==> src/rtl/ddr_sync_ctrl.sv <==
// ddr_sync_ctrl: start-up and DLL code-update sequencer for the DDR I/O clock tree.
// Drives the freeze/stop/reset/pause/update handshake from a free-running slow clock,
// acknowledges code updates, and counts lock-loss events seen once the interface is up.
// Optional feature macro: DDR_SYNC_AUTO_UPDATE_EN adds a periodic auto-update timer in READY.

module ddr_sync_ctrl #(
   parameter int unsigned NUM_LANES  = 2,
   parameter int unsigned T_SHORT    = 4,
   parameter int unsigned T_LONG     = 8,
   parameter int unsigned T_LOCK     = 6,
   parameter int unsigned UPD_PERIOD = 1024,
   parameter int unsigned CNT_W      = 16
) (
   input  logic                 start_clk,
   input  logic                 rst,
   input  logic                 dll_lock,
   input  logic                 pll_lock,
   input  logic                 update,
   output logic [NUM_LANES-1:0] pause,
   output logic                 stop,
   output logic                 freeze,
   output logic                 uddcntln,
   output logic                 dll_rst,
   output logic                 ddr_rst,
   output logic                 ready,
   output logic                 update_done,
   output logic [7:0]           relock_cnt
);

   typedef enum logic [3:0] {
      StResetWait, StLockWait, StFreeze, StStop, StDdrRst, StStop2, StFreeze2, StSettle,
      StPause1, StUdd, StPause2, StSettle2, StReady, StUpdPause, StUpdUdd, StUpdPause2
   } state_e;

   localparam logic [CNT_W-1:0] ShortLast = CNT_W'(T_SHORT - 1);
   localparam logic [CNT_W-1:0] LongLast  = CNT_W'(T_LONG - 1);
   localparam logic [CNT_W-1:0] LockVal   = CNT_W'(T_LOCK);

   state_e           state_q, state_d;
   logic [CNT_W-1:0] phase_q;
   logic [CNT_W-1:0] stable_q, stable_d;
   logic             sync1_q, lock_s;
   logic             lock_ok, short_done, long_done, upd_req;
   logic             relock_inc, done_set;
   logic             pause_d, stop_d, freeze_d, udd_n_d, dll_rst_d, ddr_rst_d, ready_d;

   // Two-flop lock synchroniser; held clear while the DLL sits in reset so a stale lock is
   // never trusted and LOCK_WAIT always sees a fresh rising edge.
   always_ff @(posedge start_clk or posedge rst) begin
      if (rst) begin
         sync1_q <= 1'b0;
         lock_s  <= 1'b0;
      end else if (state_q == StResetWait) begin
         sync1_q <= 1'b0;
         lock_s  <= 1'b0;
      end else begin
         sync1_q <= dll_lock & pll_lock;
         lock_s  <= sync1_q;
      end
   end

   // Consecutive-lock counter, saturating at T_LOCK and cleared by any lock drop.
   always_comb begin
      stable_d = '0;
      if (lock_s) begin
         stable_d = (stable_q >= LockVal) ? LockVal : stable_q + CNT_W'(1);
      end
   end

   // Stable counter register.
   always_ff @(posedge start_clk or posedge rst) begin
      if (rst) begin
         stable_q <= '0;
      end else begin
         stable_q <= stable_d;
      end
   end

   assign lock_ok    = (stable_d == LockVal);
   assign short_done = (phase_q == ShortLast);
   assign long_done  = (phase_q == LongLast);

`ifdef DDR_SYNC_AUTO_UPDATE_EN
   logic [CNT_W-1:0] timer_q;

   // Auto-update timer: runs only while staying in READY, restarts from 0 on every entry.
   always_ff @(posedge start_clk or posedge rst) begin
      if (rst) begin
         timer_q <= '0;
      end else if ((state_q == StReady) && (state_d == StReady)) begin
         timer_q <= timer_q + CNT_W'(1);
      end else begin
         timer_q <= '0;
      end
   end

   assign upd_req = update | (timer_q == CNT_W'(UPD_PERIOD - 1));
`else
   logic unused_upd_period;

   assign unused_upd_period = ^CNT_W'(UPD_PERIOD);
   assign upd_req           = update;
`endif

   // Next-state logic; lock loss is only acted on in READY and the UPD_* states.
   always_comb begin
      state_d    = state_q;
      relock_inc = 1'b0;
      done_set   = 1'b0;
      case (state_q)
         StResetWait: if (short_done) state_d = StLockWait;
         StLockWait:  if (lock_ok)    state_d = StFreeze;
         StFreeze:    if (short_done) state_d = StStop;
         StStop:      if (short_done) state_d = StDdrRst;
         StDdrRst:    if (short_done) state_d = StStop2;
         StStop2:     if (short_done) state_d = StFreeze2;
         StFreeze2:   if (short_done) state_d = StSettle;
         StSettle:    if (long_done)  state_d = StPause1;
         StPause1:    if (short_done) state_d = StUdd;
         StUdd:       if (short_done) state_d = StPause2;
         StPause2:    if (short_done) state_d = StSettle2;
         StSettle2:   if (long_done)  state_d = StReady;
         StReady: begin
            if (!lock_s) begin
               state_d    = StLockWait;
               relock_inc = 1'b1;
            end else if (upd_req) begin
               state_d = StUpdPause;
            end
         end
         StUpdPause, StUpdUdd, StUpdPause2: begin
            if (!lock_s) begin
               state_d    = StLockWait;
               relock_inc = 1'b1;
            end else if (short_done) begin
               case (state_q)
                  StUpdPause: state_d = StUpdUdd;
                  StUpdUdd:   state_d = StUpdPause2;
                  default: begin
                     state_d  = StReady;
                     done_set = 1'b1;
                  end
               endcase
            end
         end
         default: state_d = StResetWait;
      endcase
   end

   // State register and phase counter; the phase counter restarts on every state change.
   always_ff @(posedge start_clk or posedge rst) begin
      if (rst) begin
         state_q <= StResetWait;
         phase_q <= '0;
      end else begin
         state_q <= state_d;
         phase_q <= (state_d != state_q) ? '0 : phase_q + CNT_W'(1);
      end
   end

   // Output decode from the next state so registered outputs switch with the state.
   always_comb begin
      pause_d   = 1'b0;
      stop_d    = 1'b0;
      freeze_d  = 1'b0;
      udd_n_d   = 1'b1;
      dll_rst_d = 1'b0;
      ddr_rst_d = 1'b0;
      ready_d   = 1'b0;
      case (state_d)
         StResetWait: begin
            dll_rst_d = 1'b1;
            ddr_rst_d = 1'b1;
         end
         StFreeze, StFreeze2: freeze_d = 1'b1;
         StStop, StStop2: begin
            freeze_d = 1'b1;
            stop_d   = 1'b1;
         end
         StDdrRst: begin
            freeze_d  = 1'b1;
            stop_d    = 1'b1;
            ddr_rst_d = 1'b1;
         end
         StPause1, StPause2, StUpdPause, StUpdPause2: pause_d = 1'b1;
         StUdd, StUpdUdd: begin
            pause_d = 1'b1;
            udd_n_d = 1'b0;
         end
         StReady: ready_d = 1'b1;
         default: ;
      endcase
   end

   // Output registers, update acknowledge pulse and saturating lock-loss counter.
   always_ff @(posedge start_clk or posedge rst) begin
      if (rst) begin
         pause       <= '0;
         stop        <= 1'b0;
         freeze      <= 1'b0;
         uddcntln    <= 1'b1;
         dll_rst     <= 1'b1;
         ddr_rst     <= 1'b1;
         ready       <= 1'b0;
         update_done <= 1'b0;
         relock_cnt  <= 8'd0;
      end else begin
         pause       <= {NUM_LANES{pause_d}};
         stop        <= stop_d;
         freeze      <= freeze_d;
         uddcntln    <= udd_n_d;
         dll_rst     <= dll_rst_d;
         ddr_rst     <= ddr_rst_d;
         ready       <= ready_d;
         update_done <= done_set;
         if (relock_inc && (relock_cnt != 8'hFF)) begin
            relock_cnt <= relock_cnt + 8'd1;
         end
      end
   end

endmodule

==> config.mk <==
export PLATFORM = sky130hd
export DESIGN_NAME = ddr_sync_ctrl
export DESIGN_NICKNAME = d
export VERILOG_FILES = /design/src/rtl/ddr_sync_ctrl.sv
export SDC_FILE = /design/constraint.sdc
export NUM_CORES = 1
export LEC_CHECK = 0
export BUFFER_PORTS_ARGS = -buffer_cell sky130_fd_sc_hd__buf_2
export CORE_MARGIN = 5
export CORE_UTILIZATION = 45
export DETAILED_ROUTE_END_ITERATION = 12
export SETUP_SLACK_MARGIN = 0.2
export SLEW_MARGIN = 20
export SYNTH_ARGS = -nofsm -noshare
export SYNTH_HDL_FRONTEND = slang
export SYNTH_SLANG_ARGS = --single-unit
==> constraint.sdc <==
create_clock -name start_clk -period 6.81 [get_ports start_clk]
set_clock_uncertainty 0.1 [all_clocks]
set_input_delay 0.681 -clock start_clk [delete_from_list [all_inputs] [get_ports start_clk]]
set_output_delay 0.681 -clock start_clk [all_outputs]
set_load 0.01 [all_outputs]
==> qor.yml <==
setup_path:
  cp_max_fo: 16
  worst_path_max_delay_cell: "mux2i_4"
  critPathCaptureType: "flip-flop"
  critPathMaxStageDelay_ps: 670
  path_class: "flip-flop to flip-flop"
  critPathLaunchType: "flip-flop"
  crit_family: "simple AND/OR/NAND/NOR gates"
  critPathArrivalTime_ps: 3760
  critPathRequiredTime_ps: 6870
  worstPathCellList: "ha_1 > or4b_1 > nor4_4 > mux2_1 > a211oi_1 > and4_1 > mux2i_4 > nor3_1"
  crit_buf_inv: 0
synth:
  yosysMostFrequentCell: "dfrtp_1"
  synth-adder-area-share_pct: 1.89
  synth_xor_area_share_pct: 7.59
  synth_area_leaders: "dfrtp_1 (48%), xnor2_1 (4.6%), nor3_2 (3.8%)"
  syn-cell-area_sq_mm: 0.00266
  synth-simple-area-share_pct: 25.3
  synth_top_family_by_area: "simple AND/OR/NAND/NOR gates"
  syn_inst: 246
  synth_top_area_cell: "dfrtp_1"
  synth_flop_cell: "dfrtp_1"
  syn_avg_cell_area_sq_um: 10.8
  synth_compound_area_share_pct: 7.87
  synthMuxAreaShare_pct: 2.07
  synthArstFlopShare_pct: 100
  synth_commonest_cells: "dfrtp_1 (51), nor2_1 (20), nand2_1 (19)"
  ys_seq_elements: 54
  yosysUniqueCellTypes: 53
  yosysTopAreaCellShare_pct: 48.1
  synth-seq-area-share_pct: 51.0
  synth-edff-count: 0
  ys_warn_count: 0
placement:
  gp_congestion: 0.853
  hpwl_mm: 3.24
  io_buffers: 21
  placed_cell_area_sq_mm: 0.00283
  place_ws_ps: 3120
sta:
  period_share_pct: 54.3
  fmax_mhz: 271
  fin_crit_ps: 3690
  rsz0062_at_grt: "no"
  setup_ws_ps: 3120
  setup_viol: 0
  hold_viol_final: 0
  timing.setup.tns_ps: 0
  tightest_slew_ps: 916
  maxSlewViolCount: 0
  hold-worst-slack_ps: 384
  slew_headroom_pct: 38.9
routing:
  ant_nets: 0
  first_iter_violations: 75
  wire_per_inst_microns: 13.5
  drtPass1Iterations: 3
  drc: 0
  viasPerCell: 5.04
  dr_total_vias: 1773
  drt_wl_total_mm: 4.76
global_routing:
  antenna_found_initial: 0
  grt_pass1_wl_mm: 8.36
  grt_max_degree: 55
  track_usage_pct: 14.0
  overflow: 0
  grt_pass1_vias: 1852
layout:
  fin_nets: 285
  fillCellCount: 560
  drive_above_1_share_pct: 20.2
  area_delta_synth_final_pct: 10.3
  postLayoutCellArea_sq_mm: 0.00293
  diodes: 0
clock_tree:
  cts.sinks: 54
  numCtsBuffers: 5
  clk_path_buf_depth: 2
  clk_latency_ps: 310
  postCtsSetupRepairBufs: 0
  cts_hold_buf: 0
  cts_resized: 0
  clockRootBuffer: "clkbuf_8"
  cts_tree: "yes"
  clk_pin_slew_worst_paths_ps: 110
  htree_num_levels: 2
floorplanning:
  fp-row-count: 28
  io_pins: 22
  die_y_microns: 86.8
  dieArea_sq_mm: 0.00754
  die_x_microns: 86.8
  core_area_sq_mm: 0.00582
  initial_utilization_pct: 45.7
pwr:
  leakage_nw: 1.31
  irDropWorstVdd_mv: 0.184
  power_density_mw_per_mm2: 321
  total_power_uw: 940
flow_run:
  cap_violations: 0
min_path:
  hold_class: "flip-flop to flip-flop"
run_status:
  status: "completed"
[flip-flops by register name (all words and copies together), names as in the netlist]
signal,count
ddr_rst,1
dll_rst,1
freeze,1
lock_s,1
pause,1
phase_q,16
ready,1
relock_cnt,8
stable_q,16
state_q,4
stop,1
sync1_q,1
uddcntln,1
update_done,1
[report_power, final]
part | total, mW | switching [mW] | internal, mW
logic | 0.326 | 0.201 | 0.125
clock network | 0.187 | 0.110 | 0.0764
registers | 0.427 | 0.0606 | 0.367
total | 0.940 | 0.372 | 0.568
[cell usage in the layout, fill, tap and decap left out, types with 7 or more instances in the layout]
cell | synthesis | routed
dfrtp_1 | 51 | 51
buf_2 | 0 | 21
nor2_1 | 20 | 20
nand2_1 | 19 | 19
xnor2_1 | 14 | 14
nor3_1 | 14 | 14
conb_1 | 1 | 13
nor3_2 | 10 | 10
and3_1 | 9 | 9
xor2_1 | 9 | 9
nor2b_1 | 7 | 7
[worst reg2reg max path: cells and delay by family, from the launching register on]
kind            cells  cell delay (ps)
mux                 2             1050
flops               1              400
fa+ha+maj           1              300
simple gates        4             1480
compound gates      1              220
[stage by stage]
stage	std cells	util [%]
6_report	352	50.3
5_1_grt	352	50.3
4_1_cts	352	50.3
3_5_place_dp	344	48.6
3_3_place_gp	344	48.6
2_1_floorplan	258	-
[metal layers]
metal	wire, microns	track usage [%]	up-vias
li1	-	-	910
met1	2290	17.5	842
met3	120	3.42	5
met4	61	5.24	0
met2	2290	23.4	16
met5	0	0	-
[cell families after synthesis]
logic type      after synthesis
simple gates                112
flops                        54
compound gates               30
xor+xnor                     23
buf+inv                      18
fa+ha+maj                     4
mux                           4
other cells                   1
[final timing paths]
| check | slack [ps] | cells after the start | startpoint | endpoint |
|---|---|---|---|---|
| min | 380 | 1 | sync1_q$_DFF_PP0_ | lock_s$_DFF_PP0_ |
| max | 3120 | 8 | phase_q[0]$_DFF_PP0_ | phase_q[3]$_DFF_PP0_ |
| max reg2reg | 3120 | 8 | phase_q[0]$_DFF_PP0_ | phase_q[3]$_DFF_PP0_ |
| max in group asynchronous | 5630 | 2 | rst | relock_cnt[5]$_DFFE_PP0P_ |
| min in group asynchronous | 410 | 2 | rst | stable_q[5]$_DFF_PP0_ |
| min reg2reg | 380 | 1 | sync1_q$_DFF_PP0_ | lock_s$_DFF_PP0_ |
[cell type report]
type                            instances  area [sq um]  area share (%)
Timing Repair Buffer                   22           113            3.85
Inverter                                7          27.5           0.940
Sequential cell                        54          1360            46.3
Clock buffer                            5          68.8            2.35
Tap cell                               75          93.8            3.21
Multi-Input combinational cell        186          1240            42.4
Clock inverter                          3          28.8           0.983
No activity file was read; power rests on OpenSTA's default activity.
